## config.mk

```make
export PLATFORM = sky130hd
export DESIGN_NAME = window_3x3_gen
export DESIGN_NICKNAME = d
export VERILOG_FILES = /design/src/rtl/conv_pkg.sv /design/src/rtl/line_buffer.sv /design/src/rtl/window_3x3_gen.sv
export SDC_FILE = /design/constraint.sdc
export NUM_CORES = 1
export LEC_CHECK = 0
export ABC_AREA = 1
export CORE_ASPECT_RATIO = 0.8
export CORE_MARGIN = 3
export CORE_UTILIZATION = 35
export CTS_CLUSTER_SIZE = 28
export DETAILED_ROUTE_END_ITERATION = 8
export GPL_TIMING_DRIVEN = 0
export HOLD_SLACK_MARGIN = 0.08
export PLACE_DENSITY = 0.56
export SLEW_MARGIN = 20
export SYNTH_ARGS = -nofsm -noshare
export SYNTH_HDL_FRONTEND = slang
export SYNTH_SLANG_ARGS = --single-unit
```

## constraint.sdc

```tcl
create_clock -name clk -period 6.4 [get_ports clk]
set_clock_uncertainty 0.2 [all_clocks]
set_input_delay 1.28 -clock clk [delete_from_list [all_inputs] [get_ports clk]]
set_output_delay 1.28 -clock clk [all_outputs]
set_load 0.01 [all_outputs]
```

## src/rtl/conv_pkg.sv

```systemverilog
// Shared constants and element-packing helper for the 3x3 window / matrix-multiply path.
// Latency: n/a (package only).
// Backpressure: n/a (package only).
package conv_pkg;

    localparam int PIX_W = 8;
    localparam int WIN_N = 3;
    localparam int WIN_W = WIN_N * WIN_N * PIX_W;

    // Bit offset of window element (i,j); i=0 is the top row, j=0 the leftmost column.
    function automatic int win_idx(input int i, input int j);
        return (i * WIN_N + j) * PIX_W;
    endfunction

endpackage

```

## src/rtl/line_buffer.sv

```systemverilog
// One image line of storage indexed by column; read returns the old word at addr.
// Latency: combinational read, write lands on the rising edge when en is high.
// Backpressure: none; the caller gates en with its own accept condition.
module line_buffer #(
    parameter int DEPTH = 8,
    parameter int WIDTH = 8,
    localparam int AW   = (DEPTH > 1) ? $clog2(DEPTH) : 1
) (
    input  logic             clk,
    input  logic             en,
    input  logic [AW-1:0]    addr,
    input  logic [WIDTH-1:0] wr_dat,
    output logic [WIDTH-1:0] rd_dat
);

    // Contents are never reset: the window gating upstream masks anything stale.
    logic [WIDTH-1:0] mem_q [DEPTH];

    // Read-before-write: the read is combinational from the pre-edge contents.
    assign rd_dat = mem_q[addr];

    // Write the new word for this column on an accepted pixel.
    always_ff @(posedge clk) begin
        if (en) begin
            mem_q[addr] <= wr_dat;
        end
    end

endmodule

```

## src/rtl/window_3x3_gen.sv

```systemverilog
// Builds valid-region 3x3 sliding windows from a raster pixel stream using two line buffers.
// Latency: 1 cycle from the accept of a window's bottom-right pixel to win_valid.
// Backpressure: pix_ready drops while a window is held (win_valid && !win_ready); all state freezes.
module window_3x3_gen #(
    parameter int IMG_W = 8,
    parameter int IMG_H = 8,
    parameter int PIX_W = 8
) (
    input  logic               clk,
    input  logic               rst,
    input  logic [PIX_W-1:0]   pix_in,
    input  logic               pix_valid,
    output logic               pix_ready,
    output logic [9*PIX_W-1:0] win_out,
    output logic               win_valid,
    input  logic               win_ready,
    output logic [7:0]         win_row,
    output logic [7:0]         win_col,
    output logic               frame_done
);

    import conv_pkg::WIN_N;

    localparam int         AW       = (IMG_W > 1) ? $clog2(IMG_W) : 1;
    localparam logic [7:0] COL_LAST = 8'(IMG_W - 1);
    localparam logic [7:0] ROW_LAST = 8'(IMG_H - 1);

    logic [7:0]         col_q, col_d;
    logic [7:0]         row_q, row_d;
    logic [PIX_W-1:0]   win_q [WIN_N][WIN_N];
    logic [PIX_W-1:0]   win_d [WIN_N][WIN_N];
    logic [9*PIX_W-1:0] win_out_q, win_out_d;
    logic               win_valid_q, win_valid_d;
    logic [7:0]         win_row_q, win_row_d;
    logic [7:0]         win_col_q, win_col_d;
    logic               frame_done_q, frame_done_d;

    logic               accept;
    logic               emit;
    logic [PIX_W-1:0]   lb0_rd;
    logic [PIX_W-1:0]   lb1_rd;

    assign pix_ready = !win_valid_q || win_ready;
    assign accept    = pix_valid && pix_ready;
    // Only a pixel at row>=2, col>=2 completes a window made entirely of this frame's data.
    assign emit      = accept && (row_q >= 8'd2) && (col_q >= 8'd2);

    // lb0 holds the previous line; lb1 is fed from lb0's old word, so it trails by one more line.
    line_buffer #(.DEPTH(IMG_W), .WIDTH(PIX_W)) u_lb0 (
        .clk    (clk),
        .en     (accept),
        .addr   (col_q[AW-1:0]),
        .wr_dat (pix_in),
        .rd_dat (lb0_rd)
    );

    line_buffer #(.DEPTH(IMG_W), .WIDTH(PIX_W)) u_lb1 (
        .clk    (clk),
        .en     (accept),
        .addr   (col_q[AW-1:0]),
        .wr_dat (lb0_rd),
        .rd_dat (lb1_rd)
    );

    // Raster position: column wraps at end of line, row wraps at end of frame.
    always_comb begin
        col_d = col_q;
        row_d = row_q;
        if (accept) begin
            if (col_q == COL_LAST) begin
                col_d = '0;
                row_d = (row_q == ROW_LAST) ? '0 : row_q + 8'd1;
            end else begin
                col_d = col_q + 8'd1;
            end
        end
    end

    // Shift the window one column left and load the new column from the line buffers and pixel.
    always_comb begin
        win_d = win_q;
        if (accept) begin
            for (int i = 0; i < WIN_N; i++) begin
                for (int j = 0; j < WIN_N - 1; j++) begin
                    win_d[i][j] = win_q[i][j+1];
                end
            end
            win_d[0][WIN_N-1] = lb1_rd;
            win_d[1][WIN_N-1] = lb0_rd;
            win_d[2][WIN_N-1] = pix_in;
        end
    end

    // Output register: capture a completed window, or drop valid once the consumer has taken it.
    always_comb begin
        win_out_d    = win_out_q;
        win_valid_d  = win_valid_q;
        win_row_d    = win_row_q;
        win_col_d    = win_col_q;
        frame_done_d = 1'b0;
        if (emit) begin
            for (int i = 0; i < WIN_N; i++) begin
                for (int j = 0; j < WIN_N; j++) begin
                    win_out_d[(i*WIN_N + j)*PIX_W +: PIX_W] = win_d[i][j];
                end
            end
            win_valid_d  = 1'b1;
            win_row_d    = row_q - 8'd2;
            win_col_d    = col_q - 8'd2;
            frame_done_d = (row_q == ROW_LAST) && (col_q == COL_LAST);
        end else if (win_ready) begin
            win_valid_d = 1'b0;
        end
    end

    // State registers with asynchronous reset.
    always_ff @(posedge clk or posedge rst) begin
        if (rst) begin
            col_q        <= '0;
            row_q        <= '0;
            for (int i = 0; i < WIN_N; i++) begin
                for (int j = 0; j < WIN_N; j++) begin
                    win_q[i][j] <= '0;
                end
            end
            win_out_q    <= '0;
            win_valid_q  <= 1'b0;
            win_row_q    <= '0;
            win_col_q    <= '0;
            frame_done_q <= 1'b0;
        end else begin
            col_q        <= col_d;
            row_q        <= row_d;
            win_q        <= win_d;
            win_out_q    <= win_out_d;
            win_valid_q  <= win_valid_d;
            win_row_q    <= win_row_d;
            win_col_q    <= win_col_d;
            frame_done_q <= frame_done_d;
        end
    end

    assign win_out    = win_out_q;
    assign win_valid  = win_valid_q;
    assign win_row    = win_row_q;
    assign win_col    = win_col_q;
    assign frame_done = frame_done_q;

endmodule

```

### Yosys cells after proc, flatten, opt, wreduce, memory -nomap -nowiden

Memory sizes are Yosys's and may differ from the RTL's.
Index checks and enable logic that the tools add are counted.

| storage, ports and cells | value |
|---|---|
| register bits after elaboration | 178 |
| latch bits | 0 |
| RAM bits | 128 |
| bits in read-only memories | 0 |
| input bits | 12 |
| word-level logic and storage cells | 42 |
| memories | 2 |

| operators by class | value |
|---|---|
| add/sub/neg operators | 4 |
| $mul | 0 |
| div/mod/pow operators | 0 |
| order comparisons | 2 |
| equal/unequal tests | 2 |
| shift-type cells | 0 |
| muxes and demuxes | 8 |
| bitwise gates (word level) | 0 |
| reduce and logical (&&, ||, !) cells | 8 |

Memory list:

| memory | depth | width | rd ports | clocked after memory_dff | wr ports | RTL line | source |
|---|---|---|---|---|---|---|---|
| u_lb0.mem_q | 8 | 8 | 1 | 0 | 1 | line_buffer.sv:17 | `logic [WIDTH-1:0] mem_q [DEPTH];` |
| u_lb1.mem_q | 8 | 8 | 1 | 0 | 1 | line_buffer.sv:17 |  |

Operator list:

| cell | count |
|---|---|
| $mux 72 | 1 |
| $add 8x1->8 const B | 2 |
| $eq 8x3->1 const B | 2 |
| $ge 8x2->1 const B | 2 |
| $mux 8 | 2 |
| $sub 8x2->8 const B | 2 |
| $mux 1 | 5 |
| $logic_and 1x1->1 | 4 |
| $reduce_and 2->1 | 1 |
| $reduce_bool 2->1 | 1 |
| $logic_not 1->1 | 1 |
| $logic_or 1x1->1 | 1 |

### Depth between registers and ports, before layout

| depth | value |
|---|---|
| depth after elaboration | 6 |
| depth in mapped cells | 13 |
| gate-level depth less buffers | 10 |

### Modules after synthesis

A second synthesis with hierarchy kept.

| unflattened totals | value |
|---|---|
| cell total of the unflattened synthesis | 1412 |
| area total of the unflattened synthesis | 13006.2 µm² |

Modules (own cells, without submodules):

| module | instances | cells an instance | area an instance (µm²) |
|---|---|---|---|
| window_3x3_gen | 1 | 868 | 7478.4 |
| line_buffer | 2 | 272 | 2763.9 |

### Worst setup path before layout

Ideal clock, no wire load.

| timing | value |
|---|---|
| path type | input port to flip-flop |
| start point | in win_ready |
| end point | mem u_lb0.mem_q[2][0], enable pin |
| setup time | 389 ps |
| arrival time | 2829 ps |
| slack | 2982 ps |
| cell stages on the path | 8 |
| buffers on the path | 2 |
| cell sequence | inv_1 > nand2_1 > nand2_2 > inv_2 > buf_2 > buf_2 > nand2_1 > nor2_1 |

| on the way | value |
|---|---|
| cells in the longest elaborated chain, start to end | 4 |

RTL lines:

| what | RTL line | source |
|---|---|---|
| start, declared | window_3x3_gen.sv:16 | `input logic win_ready,` |
| $logic_or 1x1->1 | window_3x3_gen.sv:43 | `assign pix_ready = !win_valid_q \|\| win_ready;` |
| named net pix_ready | window_3x3_gen.sv:13 | `output logic pix_ready,` |
| $logic_and 1x1->1 | window_3x3_gen.sv:44 | `assign accept = pix_valid && pix_ready;` |
| $mux 1 | line_buffer.sv:24 | `if (en) begin` |
| $mux 1 (implied by the code) | line_buffer.sv:25 | `mem_q[addr] <= wr_dat;` |
| end, declared | line_buffer.sv:17 |  |

The timed path passes the listed nets, and every way through them passes these cells.

### Worst setup path in the final report

| timing | value |
|---|---|
| start point | in win_ready |
| end point | out pix_ready |

| on the way | value |
|---|---|
| cells in the longest elaborated chain, start to end | 1 |

RTL lines:

| what | RTL line |
|---|---|
| $logic_or 1x1->1 | window_3x3_gen.sv:43 |
| end, declared | window_3x3_gen.sv:13 |

No other way between the ends.

==> summary.txt <==
Outcome
  • Run status: finished clean

Global routing
  • Grt ovf: 0
  • Aggregate global-route resource usage: between 10% and 20%
  • First-pass GRT wire length: between 50000 and 60000 um
  • Vias in the first global route: 9078
  • Antenna violations before repair: 0
  • Largest net degree at the start of global routing: 94

Timing
  • Slew @ Worst Pin: 866.8 ps
  • Final setup vio count: 0
  • RSZ-0062 raised after global routing: no
  • Total negative slack: 0 ps
  • Post-route minimum period: a little under 4000 ps
  • Final Hold Fails: 0
  • Fin crit share: approximately three fifths
  • Worst rel slew slack: between 40% and 50%
  • Max Transition Viols Final: 0
  • Fmax: approximately 260 MHz

Floorplanning
  • Die height: about 180 um
  • Row count: 61
  • Die area: around 38000 um2
  • Initial Utilization: 35.93%
  • Chip Width: 218.5 um
  • Core Region: ~35000 um2
  • Num ports: ~100

Finish
  • Post-Route Utilization: 43.81%
  • Area delta synth->final: 21.94%
  • Nets: 1496
  • Most common cell after layout, fill and taps aside: nand2_1
  • Filler instances: between 3000 and 4000
  • Most frequent cells in the layout: 637 x nand2_1, 178 x dfrtp_1, 128 x edfxtp_1, 118 x inv_1, 102 x clkdlybuf4s50_1
  • Ant diodes: 0
  • Layout cell share with drive strength beyond 1: under 10%

Synthesis
  • Register area share after synthesis: between 60% and 70%
  • FF+latch count, synth: 306
  • Synthesized area: 12640 um2
  • Net Count, Synth: 1352
  • Total number of yosys warnings: 0
  • Cells after Synth: 1329
  • Distinct cell type count after synthesis: 29
  • Mean area per synthesized cell: roughly 9.5 um2

Drt
  • DR vias/cell: roughly 4.6
  • Via count: 9041
  • Remaining DRCs: 0
  • WL final: about 32000 um
  • TritonRoute pass-1 iters: 5
  • WL/cell: between 15 and 20 um
  • DR iter-0 viols: between 700 and 800
  • Final ANT Viol Nets: 0

Power
  • Cell Int Power: around 4300 uW
  • Static Leakage: 0.007286 uW
  • Sw Share: between 30 and 40%
  • Seq pwr share: between 40% and 50%
  • Switch Pwr: between 2000 and 2500 uW
  • Max IR drop VDD: 0.2522 mV
  • Clock share of power: 28.2%
  • Comb power frac: between 20% and 30%
  • Pwr dens: ~420 nW/um2

Clock tree
  • Num Clock Sinks: between 300 and 400
  • TritonCTS buffer count: 31
  • CTS tree: yes
  • Clock transition at path regs: ~60 ps
  • CTS max path bufs: 3
  • H-tree Lvls: 1
  • Clock root buffer: clkbuf_16
  • Hold_buf cts: 0
  • Clock latency on the worst-skew pair: 560 ps
  • CTS resizes: 0
  • Post-CTS setup buffer count: 0

Worst setup path
  • CP startpoint: win_ready
  • Worst r2r src: col_q[1]
  • Critical Path AT: 2410 ps
  • Startpoint Class: input port
  • Element type at the critical path end: output port
  • FF-to-FF setup slack: 3270 ps
  • Required time worst endpoint: about 4900 ps
  • Max FO, Critical Path: 3
  • Reg2reg end: u_lb0.mem_q[0][6]
  • FF-to-FF path depth: 7
  • Critical path class: input port to output port

Placement
  • DP HPWL: 22410 um
  • IO buf count: just over 100
  • RD Place Congestion: about 0.8

Worst hold path
  • Worst min path class: flip-flop to flip-flop
  • Hold wc startpoint: win_out[2]
  • Hold Path Depth: 2
  • Hold path endpoint: win_out[2]

Job
  • Number of max-cap violations: 0
==> cell type report <==
type | instances | area (um2) | area share [%]
flip-flops and latches | 306 | 8298 | 53.83
well taps | 472 | 590.6 | 3.831
plain buffers | 57 | 311.5 | 2.021
multi-input cells | 841 | 3578 | 23.21
inverters | 125 | 481.7 | 3.125
clock inverters | 12 | 143.9 | 0.9334
clock buffers | 45 | 858.3 | 5.568
repair buffers | 111 | 1154 | 7.483
==> metrics by stage <==
step	power (uW)	area (um2)	setup WS, ps	std cells	hold WS [ps]
detailed placement	4658	14410	1930	1912	259.1
floorplan	3790	12640	89.74	1329	244.9
finish	6421	15420	2513	1969	270.1
global placement	4611	14250	-2462	1903	255.4
global route	6800	15420	2391	1969	297.0
CTS	6478	15420	2508	1969	274.3
==> power by group through the flow <==
stage                     Sequential, uW  Combinational, uW  Clock [uW]
after floorplan                     2870                923           0
after global placement              2840               1770           0
after detailed placement            2840               1820           0
after CTS                           2810               1830        1840
after global routing                2860               2020        1920
final                               2810               1810        1810
==> per-layer routing <==
layer	part of all wire, %	GRT usage (%)	up-vias
li1	-	-	4426
met1	48	25.15	4354
met2	45	26.23	212
met3	5.5	2.805	49
met4	2.1	3.885	0
met5	0	0	-
==> critical path, cell delays in order <==
cell             delay (ps)
clkdlybuf4s50_1         450
inv_1                    30
nand2_1                  90
clkdlybuf4s50_1         540
==> sequential cells by signal, indices dropped and copies added (netlist names) <==
name / cells
win_out: 72
win_q: 72
u_lb0.mem_q: 64
u_lb1.mem_q: 64
col_q: 8
row_q: 8
win_col: 8
win_row: 8
frame_done: 1
win_valid: 1
==> kinds of logic after synthesis <==
family / Yosys count / share of synthesized area, %
buf+inv: 182 / 6.215
simple gates: 784 / 24.56
flops: 306 / 65.64
compound gates: 30 / 1.386
xor+xnor: 16 / 1.108
fa+ha+maj: 11 / 1.089
==> synthesized netlist by cell type, drive strengths merged <==
master / n / area (um2)
o211ai: 6 / 45.04
ha: 11 / 137.6
nor3: 3 / 20.02
nor2: 53 / 216.5
a211oi: 1 / 7.510
dfrtp: 178 / 4454
edfxtp: 128 / 3844
inv: 125 / 474.2
o21ai: 20 / 100.1
or2: 3 / 18.77
nand3: 77 / 390.4
nand4: 4 / 25.02
clkbuf: 16 / 60.06
a21boi: 3 / 22.52
nand2: 639 / 2404
and2: 5 / 31.28
xor2: 16 / 140.1
buf: 41 / 251.5
==> how the worst max path moves through the flow <==
| stage | end | cells past startpoint |
|---|---|---|
| floorplan | col_q[0] | 1 |
| global placement | win_col[0] | 2 |
| detailed placement | u_lb0.mem_q[0][5] | 10 |
| CTS | pix_ready | 4 |
| global route | u_lb0.mem_q[0][6] | 10 |
| finish | pix_ready | 4 |
Power figures use the tool's default switching activity.
